--- config.mk ---
export PLATFORM = sky130hd
export DESIGN_NAME = xc_malu_arb
export DESIGN_NICKNAME = d
export VERILOG_FILES = /design/src/rtl/xc_malu_pkg.sv /design/src/rtl/xc_malu_rr2.sv /design/src/rtl/xc_malu_arb.sv
export SDC_FILE = /design/constraint.sdc
export NUM_CORES = 1
export LEC_CHECK = 0
export CAP_MARGIN = 15
export CORE_AREA = 3 3 212 214
export DETAILED_ROUTE_END_ITERATION = 16
export DIE_AREA = 0 0 215 217
export GPL_TIMING_DRIVEN = 0
export PLACE_DENSITY = 0.53
export SLEW_MARGIN = 25
export SYNTH_ARGS = -nofsm -noshare
export SYNTH_HDL_FRONTEND = slang
export SYNTH_HIERARCHICAL = 1
export SYNTH_SLANG_ARGS = --single-unit
--- constraint.sdc ---
create_clock -name clock -period 6.6 [get_ports clock]
set_input_delay 0.66 -clock clock [delete_from_list [all_inputs] [get_ports clock]]
set_output_delay 0.66 -clock clock [all_outputs]
set_load 0.03 [all_outputs]
--- src/rtl/xc_malu_pkg.sv ---
// Shared definitions for the xc_malu request arbiter: op-bundle layout,
// sequencer state encoding and the op legality check.
package xc_malu_pkg;

  localparam int OP_W        = 16;
  localparam int OP_MUL      = 0;
  localparam int OP_PMUL     = 1;
  localparam int OP_DIV      = 2;
  localparam int OP_REM      = 3;
  localparam int OP_MACC     = 4;
  localparam int OP_MADD     = 5;
  localparam int OP_MSUB     = 6;
  localparam int OP_PW_LO    = 7;
  localparam int OP_PW_HI    = 11;
  localparam int OP_LHS_SIGN = 12;
  localparam int OP_RHS_SIGN = 13;
  localparam int OP_DREM_U   = 14;
  localparam int OP_CLMUL    = 15;

  typedef enum logic [1:0] {
    ST_IDLE  = 2'd0,
    ST_ISSUE = 2'd1,
    ST_RESP  = 2'd2
  } state_t;

  // The instruction field must select exactly one MALU operation.
  function automatic logic op_legal(input logic [OP_MSUB:OP_MUL] insn);
    return $countones(insn) == 1;
  endfunction

endpackage

--- src/rtl/xc_malu_rr2.sv ---
// Two-way round-robin grant; the priority pointer moves to the other
// requester whenever a grant is actually accepted.
module xc_malu_rr2 (
  input  logic       clock,
  input  logic       reset,
  input  logic [1:0] req,
  input  logic       accept,
  output logic       grant,
  output logic       grant_valid
);

  logic pri_reg;

  assign grant_valid = |req;
  assign grant       = (req[0] & req[1]) ? pri_reg : req[1];

  always_ff @(posedge clock or posedge reset) begin
    if (reset) begin
      pri_reg <= 1'b0;
    end else if (accept) begin
      pri_reg <= ~grant;
    end
  end

endmodule

--- src/rtl/xc_malu_arb.sv ---
// Arbiter and sequencer sharing one multi-cycle xc_malu between two
// requesters, with op legality check and a hung-MALU watchdog.
module xc_malu_arb
  import xc_malu_pkg::*;
#(
  parameter int TIMEOUT = 64
) (
  input  logic            clock,
  input  logic            reset,
  input  logic            rq0_valid,
  output logic            rq0_ready,
  input  logic [31:0]     rq0_rs1,
  input  logic [31:0]     rq0_rs2,
  input  logic [31:0]     rq0_rs3,
  input  logic [OP_W-1:0] rq0_op,
  input  logic            rq1_valid,
  output logic            rq1_ready,
  input  logic [31:0]     rq1_rs1,
  input  logic [31:0]     rq1_rs2,
  input  logic [31:0]     rq1_rs3,
  input  logic [OP_W-1:0] rq1_op,
  output logic            rs0_valid,
  input  logic            rs0_ready,
  output logic [31:0]     rs0_result_1,
  output logic [31:0]     rs0_result_0,
  output logic            rs0_err,
  output logic            rs1_valid,
  input  logic            rs1_ready,
  output logic [31:0]     rs1_result_1,
  output logic [31:0]     rs1_result_0,
  output logic            rs1_err,
  output logic            malu_valid,
  output logic            malu_flush,
  input  logic            malu_ready,
  output logic [31:0]     malu_rs1,
  output logic [31:0]     malu_rs2,
  output logic [31:0]     malu_rs3,
  output logic [OP_W-1:0] malu_op,
  input  logic [31:0]     malu_result_1,
  input  logic [31:0]     malu_result_0
);

  localparam int WDOG_W = $clog2(TIMEOUT) + 1;

  state_t            state_reg, state_next;
  logic              grant, grant_valid;
  logic              accept, capture, abort, resp_ready;
  logic [31:0]       sel_rs1, sel_rs2, sel_rs3;
  logic [OP_W-1:0]   sel_op;
  logic [31:0]       rs1_reg, rs2_reg, rs3_reg;
  logic [OP_W-1:0]   op_reg;
  logic              owner_reg;
  logic [31:0]       result1_reg, result0_reg;
  logic              err_reg;
  logic [WDOG_W-1:0] wdog_reg;

  xc_malu_rr2 u_rr (
    .clock       (clock),
    .reset       (reset),
    .req         ({rq1_valid, rq0_valid}),
    .accept      (accept),
    .grant       (grant),
    .grant_valid (grant_valid)
  );

  assign sel_rs1    = grant ? rq1_rs1 : rq0_rs1;
  assign sel_rs2    = grant ? rq1_rs2 : rq0_rs2;
  assign sel_rs3    = grant ? rq1_rs3 : rq0_rs3;
  assign sel_op     = grant ? rq1_op  : rq0_op;
  assign resp_ready = owner_reg ? rs1_ready : rs0_ready;

  always_comb begin
    state_next = state_reg;
    accept     = 1'b0;
    capture    = 1'b0;
    abort      = 1'b0;
    malu_valid = 1'b0;
    malu_flush = 1'b0;
    case (state_reg)
      ST_IDLE: begin
        if (grant_valid) begin
          accept     = 1'b1;
          // Illegal ops skip the MALU and answer with an error directly.
          state_next = op_legal(sel_op[OP_MSUB:OP_MUL]) ? ST_ISSUE : ST_RESP;
        end
      end
      ST_ISSUE: begin
        malu_valid = 1'b1;
        if (malu_ready) begin
          malu_flush = 1'b1;
          capture    = 1'b1;
          state_next = ST_RESP;
        end else if (wdog_reg == WDOG_W'(TIMEOUT - 1)) begin
          malu_flush = 1'b1;
          abort      = 1'b1;
          state_next = ST_RESP;
        end
      end
      ST_RESP: begin
        if (resp_ready) begin
          state_next = ST_IDLE;
        end
      end
      default: state_next = ST_IDLE;
    endcase
  end

  always_ff @(posedge clock or posedge reset) begin
    if (reset) begin
      state_reg   <= ST_IDLE;
      rs1_reg     <= '0;
      rs2_reg     <= '0;
      rs3_reg     <= '0;
      op_reg      <= '0;
      owner_reg   <= 1'b0;
      result1_reg <= '0;
      result0_reg <= '0;
      err_reg     <= 1'b0;
      wdog_reg    <= '0;
    end else begin
      state_reg <= state_next;
      if (accept) begin
        rs1_reg     <= sel_rs1;
        rs2_reg     <= sel_rs2;
        rs3_reg     <= sel_rs3;
        op_reg      <= sel_op;
        owner_reg   <= grant;
        result1_reg <= '0;
        result0_reg <= '0;
        err_reg     <= ~op_legal(sel_op[OP_MSUB:OP_MUL]);
        wdog_reg    <= '0;
      end
      if (state_reg == ST_ISSUE) begin
        wdog_reg <= wdog_reg + WDOG_W'(1);
      end
      if (capture) begin
        result1_reg <= malu_result_1;
        result0_reg <= malu_result_0;
        err_reg     <= 1'b0;
      end
      if (abort) begin
        err_reg <= 1'b1;
      end
    end
  end

  assign rq0_ready    = accept & ~grant;
  assign rq1_ready    = accept & grant;
  assign rs0_valid    = (state_reg == ST_RESP) & ~owner_reg;
  assign rs1_valid    = (state_reg == ST_RESP) & owner_reg;
  assign rs0_err      = rs0_valid & err_reg;
  assign rs1_err      = rs1_valid & err_reg;
  assign rs0_result_1 = rs0_valid ? result1_reg : '0;
  assign rs0_result_0 = rs0_valid ? result0_reg : '0;
  assign rs1_result_1 = rs1_valid ? result1_reg : '0;
  assign rs1_result_0 = rs1_valid ? result0_reg : '0;
  assign malu_rs1     = rs1_reg;
  assign malu_rs2     = rs2_reg;
  assign malu_rs3     = rs3_reg;
  assign malu_op      = op_reg;

endmodule

# == Word-level counts from Yosys, hierarchy flattened ==
# Index checks and enable logic that the tools add are counted.
# op_classes
muxes,34
n_reduce_logical,6
n_addsub,7
bitwise_logic,10
eq_ne,7
# op_table
op,n
two-way mux 32 bit,10
two-way mux 16 bit,1
two-way mux 1 bit,15
two-way mux 7 bit,2
two-way mux 2 bit,5
adder 7 x 1 -> 7 bit (second input constant),1
bitwise AND 1 bit,7
equality test 7 x 6 -> 1 bit (second input constant),1
adder 1 x 1 -> 2 bit,3
one-hot mux 2 bit (3 select lines),1
adder 3 x 3 -> 4 bit,1
equality test 4 x 1 -> 1 bit (second input constant),1
inequality test 2 bit (second input constant),2
nonzero test 2 bit,2
adder 2 x 1 -> 3 bit,1
adder 2 x 2 -> 3 bit,1
inequality test 3 bit (second input constant),1
inverter 1 bit,3
AND reduction 3 bit,1
nonzero test 3 bit,1
equality test 2 x 1 -> 1 bit (second input constant),1
equality test 2 bit (second input constant),1
zero test 2 bit,1
OR reduction 2 bit,1
# word_totals
out_inout_bits,248
inputBits,295
elab_cells,75
register_bits,188

# == Logic depth before layout (Yosys ltp) ==
# logic_depth
depth_word,11
ltp_mapped,13
depth_no_buf,11

# == By module ==
# Netlist, hierarchy kept.
# modules_own_cells
module,seq_area_each_um2,n_inst,cells_per_inst,area_each_um2
xc_malu_arb,4679.5,1,843,9004.9
xc_malu_rr2,25.0,1,7,66.3

# == Worst setup path before layout ==
# OpenSTA, ideal clock, no wires.
# synth_path
path_kind,input port to flip-flop
start,in rq0_valid
end,reg state_reg[1]
setup_slack_ps,2610
path_buffers,2
arrival_time_ps,3861
t_required_ps,6470
setup_ps,130
stages,13
cell_sequence,nand2b_4 > and2_2 > clkbuf_1 > buf_2 > mux2i_1 > fa_1 > fa_1 > fa_1 > inv_1 > fa_1 > or3_1 > a32oi_1 > o21ai_0
# synth_between
elab_chain_len,10
word_cells_on_any_way,16
classes_between,6 x add/sub; 2 x eq/ne; 5 x mux; 1 x bitwise; 2 x reduce/logical
# synth_rtl
item,line_no,rtl
from (decl),xc_malu_arb.sv:10,"input logic rq0_valid,"
bitwise AND 1 bit (*),xc_malu_rr2.sv:15,assign grant = (req[0] & req[1]) ? pri_reg : req[1];
two-way mux 1 bit (*),xc_malu_rr2.sv:15,
net grant,xc_malu_arb.sv:46,"logic grant, grant_valid;"
two-way mux 16 bit (*),xc_malu_arb.sv:69,assign sel_op = grant ? rq1_op : rq0_op;
adder 1 x 1 -> 2 bit (not written as such),xc_malu_pkg.sv:28,return $countones(insn) == 1;
adder 2 x 2 -> 3 bit (not written as such) or adder 2 x 1 -> 3 bit (tied branches),xc_malu_pkg.sv:28,
adder 3 x 3 -> 4 bit (not written as such) (*),xc_malu_pkg.sv:28,
equality test 4 x 1 -> 1 bit (*),xc_malu_pkg.sv:28,
two-way mux 2 bit (*),xc_malu_arb.sv:84,state_next = op_legal(sel_op[OP_MSUB:OP_MUL]) ? ST_ISSUE : ST_RESP;
two-way mux 2 bit (*),xc_malu_arb.sv:81,if (grant_valid) begin
one-hot mux 2 bit (3 select lines) (*),xc_malu_arb.sv:79,case (state_reg)
to (signal assigned),xc_malu_arb.sv:121,state_reg <= state_next;
to (decl),xc_malu_arb.sv:45,"state_t state_reg, state_next;"
# Mark *: on every way through the listed nets, which the timed path passes. The rest lies on a longest branch. The select of a mux whose other input is x is not followed.
# A chain may end at the register's enable or synchronous reset.

# == Worst setup path in the final report ==
# Same ends and word-level chain as after synthesis.

==> impl_metrics.toml <==
[timing]
clock_skew_ps = 9.13
fin_ws_ps = 1790
fmax_mhz = 208
setup_viol = 0
tightest_slew_ps = 622
drv_slew = 0
hold_viol_final = 0
fin_setup_tns_ps = 0
max_slew_margin = 0.585
grt_setup_unrepaired = "false"
period_share = 0.729
finalCriticalPeriod_ps = 4810

[synth]
synth_seq_cells = 188
yosys.area_share.simple = 0.158
synth.cell_area_um2 = 9070
syn_nets = 1150
synth_top_family_by_area = "simple AND/OR/NAND/NOR gates"
synth.mux.area_fraction = 0.126
syn_inst = 850
async_flop_share = 1.00
synth_top_area_frac = 0.519
yosysUniqueCellTypes = 42
synth_largest_area_cell = "dfrtp_1"
synth_area_leaders = "dfrtp_1 52%, mux2i_1 13%, and2_1 9.0%, a22o_1 6.2%, o21ai_0 6.1%"
synth_warnings = 6
synth_xor_area_frac = 0
avgSynthCellArea_um2 = 10.7
synth_enable_flop_cells = 0
yosysSeqAreaShare = 0.519
synthAdderAreaFrac = 0.0102
synth_compound_area_frac = 0.137
yosys_most_used_dff = "dfrtp_1"
yosysMostFrequentCell = "dfrtp_1"
synth_common_cells = "188 x dfrtp_1, 131 x and2_1, 119 x nand2_1, 114 x mux2i_1, 110 x o21ai_0"

[detailed_routing]
drt_iter0_markers = 330
drtPass1Iterations = 4
drc = 0
routed_wl_um = 38400
via_count = 8540
viasPerCell = 4.24
final_antenna_net_count = 0
wire_per_inst_um = 19.1

[cells_and_area]
final_nets = 1713
final_layout_size_suffix_gt1_frac = 0.0547
n_fill_cell = 4403
multi_input_area_um2 = 3910
ff_latch_area_um2 = 4700
area_delta_synth_final_pct = 74.4
layout.cells.non_filler = 2012
postLayoutCellArea_um2 = 15800

[setup_path]
cp_slowest_cell = "or3_1"
critPathArrivalTime_ps = 5130
crit_required_ps = 6920
cp_common_cell = "fa_1"
endpoint_kind = "flip-flop"
path_delay_family = "adder cells"
crit_chain = "clkdlybuf4s50_1 -> nand2b_4 -> and2_2 -> clkbuf_1 -> buf_2 -> mux2i_1 -> fa_1 -> fa_1 -> fa_1 -> inv_1 -> fa_1 -> or3_1 -> a32oi_1 -> o21ai_0"
cp_num_buf_inv = 4
crit_type = "input pin to flip-flop"
crit_fanout = 10
crit_path_max_incr_delay_ps = 510
start_kind = "input pin"

[floorplan]
rows = 76
die_y_um = 217
dieArea_um2 = 46700
start_util = 0.211
die_x_um = 215
boundaryPins = 543
core-area_um2 = 43100

[global_routing]
met2_usage = 0.288
grt_overflow = 0
track_usage = 0.162
met1_usage = 0.181
grt_pass1_vias = 9039
grt_antenna_before_repair = 3
grt_first_pass_wirelength_um = 57100
grt_util_met3 = 0.0613
grt_max_degree = 72
grt-busiest-layer = "met2"

[min_path]
hold_path_class = "flip-flop to flip-flop"

[clocking]
post_cts_resized = 0
cts_max_level = 4
clkTransAtPathRegs_ps = 70
cts.sinks = 188
cts_setup_buffers = 0
clk-insertion-delay-late_ps = 460
numCtsBuffers = 17
clock-root-buffer = "clkbuf_16"
holdBufCountCts = 0
cts_buffer_depth = 2
cts_tree = "yes"

[placed_design]
post-place-ws_ps = 1200
io_buffers = 542
placed_area_um2 = 15300
place_inst = 1979
place.gp.congestion = 0.842
dpl.hpwl_um = 31000

[run]
maxCapViolCount = 0

[pwr]
p_leak_nw = 6.75
ir_drop_v = 0.000193
power_density_nw_per_um2 = 390

[run_status]
run_status = "finished, final reports clean"
## stage by stage
step	power [mW]	util	hold WS (ps)
after floorplan	3.68	-	389
after global placement	5.24	0.354	463
after detailed placement	5.27	0.355	469
after CTS	6.29	0.367	445
after global routing	6.59	0.367	482
final	6.17	0.367	480
## area by class of cell
cell class,instances,area share
inverter,10,0.00316
sequential,188,0.297
clock inverter,10,0.00419
multi-input combinational,587,0.247
antenna,1,0.000158
timing repair buffer,544,0.346
clock buffer,22,0.0293
buffer,65,0.0260
tap,585,0.0463
## power by group
part,internal (mW),leakage [nW],total [mW],switching (mW)
clock network,0.501,0.260,0.972,0.471
logic,1.33,4.07,3.35,2.01
registers,1.59,2.42,1.85,0.264
total,3.42,6.75,6.17,2.75
## metal layers
layer  share of wire  routed length (um)
met5         0.00083                  32
met4           0.016                 603
met1            0.39               14800
met2            0.50               19400
met3           0.094                3600
## cell families after synthesis
family          count (synthesis)
simple gates                  274
compound gates                194
flops                         188
mux                           114
buf+inv                        75
fa+ha+maj                       5
## worst reg2reg max path, stage by stage, from the launching register on
cell,delay (ps)
dfrtp_1,350
nand2b_4,120
and2_2,130
clkbuf_1,370
buf_2,420
mux2i_1,400
fa_1,490
fa_1,470
fa_1,380
inv_1,90
fa_1,380
or3_1,510
a32oi_1,190
o21ai_0,110
## cells in the final DEF, fill, tap and decap left out, types with 7 or more instances in the layout
master           Yosys  final
clkbuf_16            0     17
and2_1             131    131
buf_2               19     19
clkdlybuf4s50_1      0    542
mux2i_1            114    114
clkbuf_1            24     27
o21ai_0            110    110
inv_1                9      8
buf_6               19     19
nand2_1            119    119
dfrtp_1            188    188
a22o_1              64     64
o21ai_1              7      7
## worst paths after layout
path | start | to | slack (ps) | depth (start not counted)
max | rq0_valid | state_reg[1]$_DFFE_PP0P_ | 1790 | 14
min | malu_rs2[8]$_DFFE_PP0P_ | malu_rs2[8]$_DFFE_PP0P_ | 480 | 2
max reg2reg | u_rr/pri_reg$_DFFE_PP0P_ | state_reg[1]$_DFFE_PP0P_ | 2080 | 13
min reg2reg | malu_rs2[8]$_DFFE_PP0P_ | malu_rs2[8]$_DFFE_PP0P_ | 480 | 2
max in group asynchronous | reset | result1_reg[13]$_DFFE_PP0P_ | 5210 | 3
min in group asynchronous | reset | u_rr/pri_reg$_DFFE_PP0P_ | 500 | 2
Note: power is estimated with default switching activity, not from simulation.
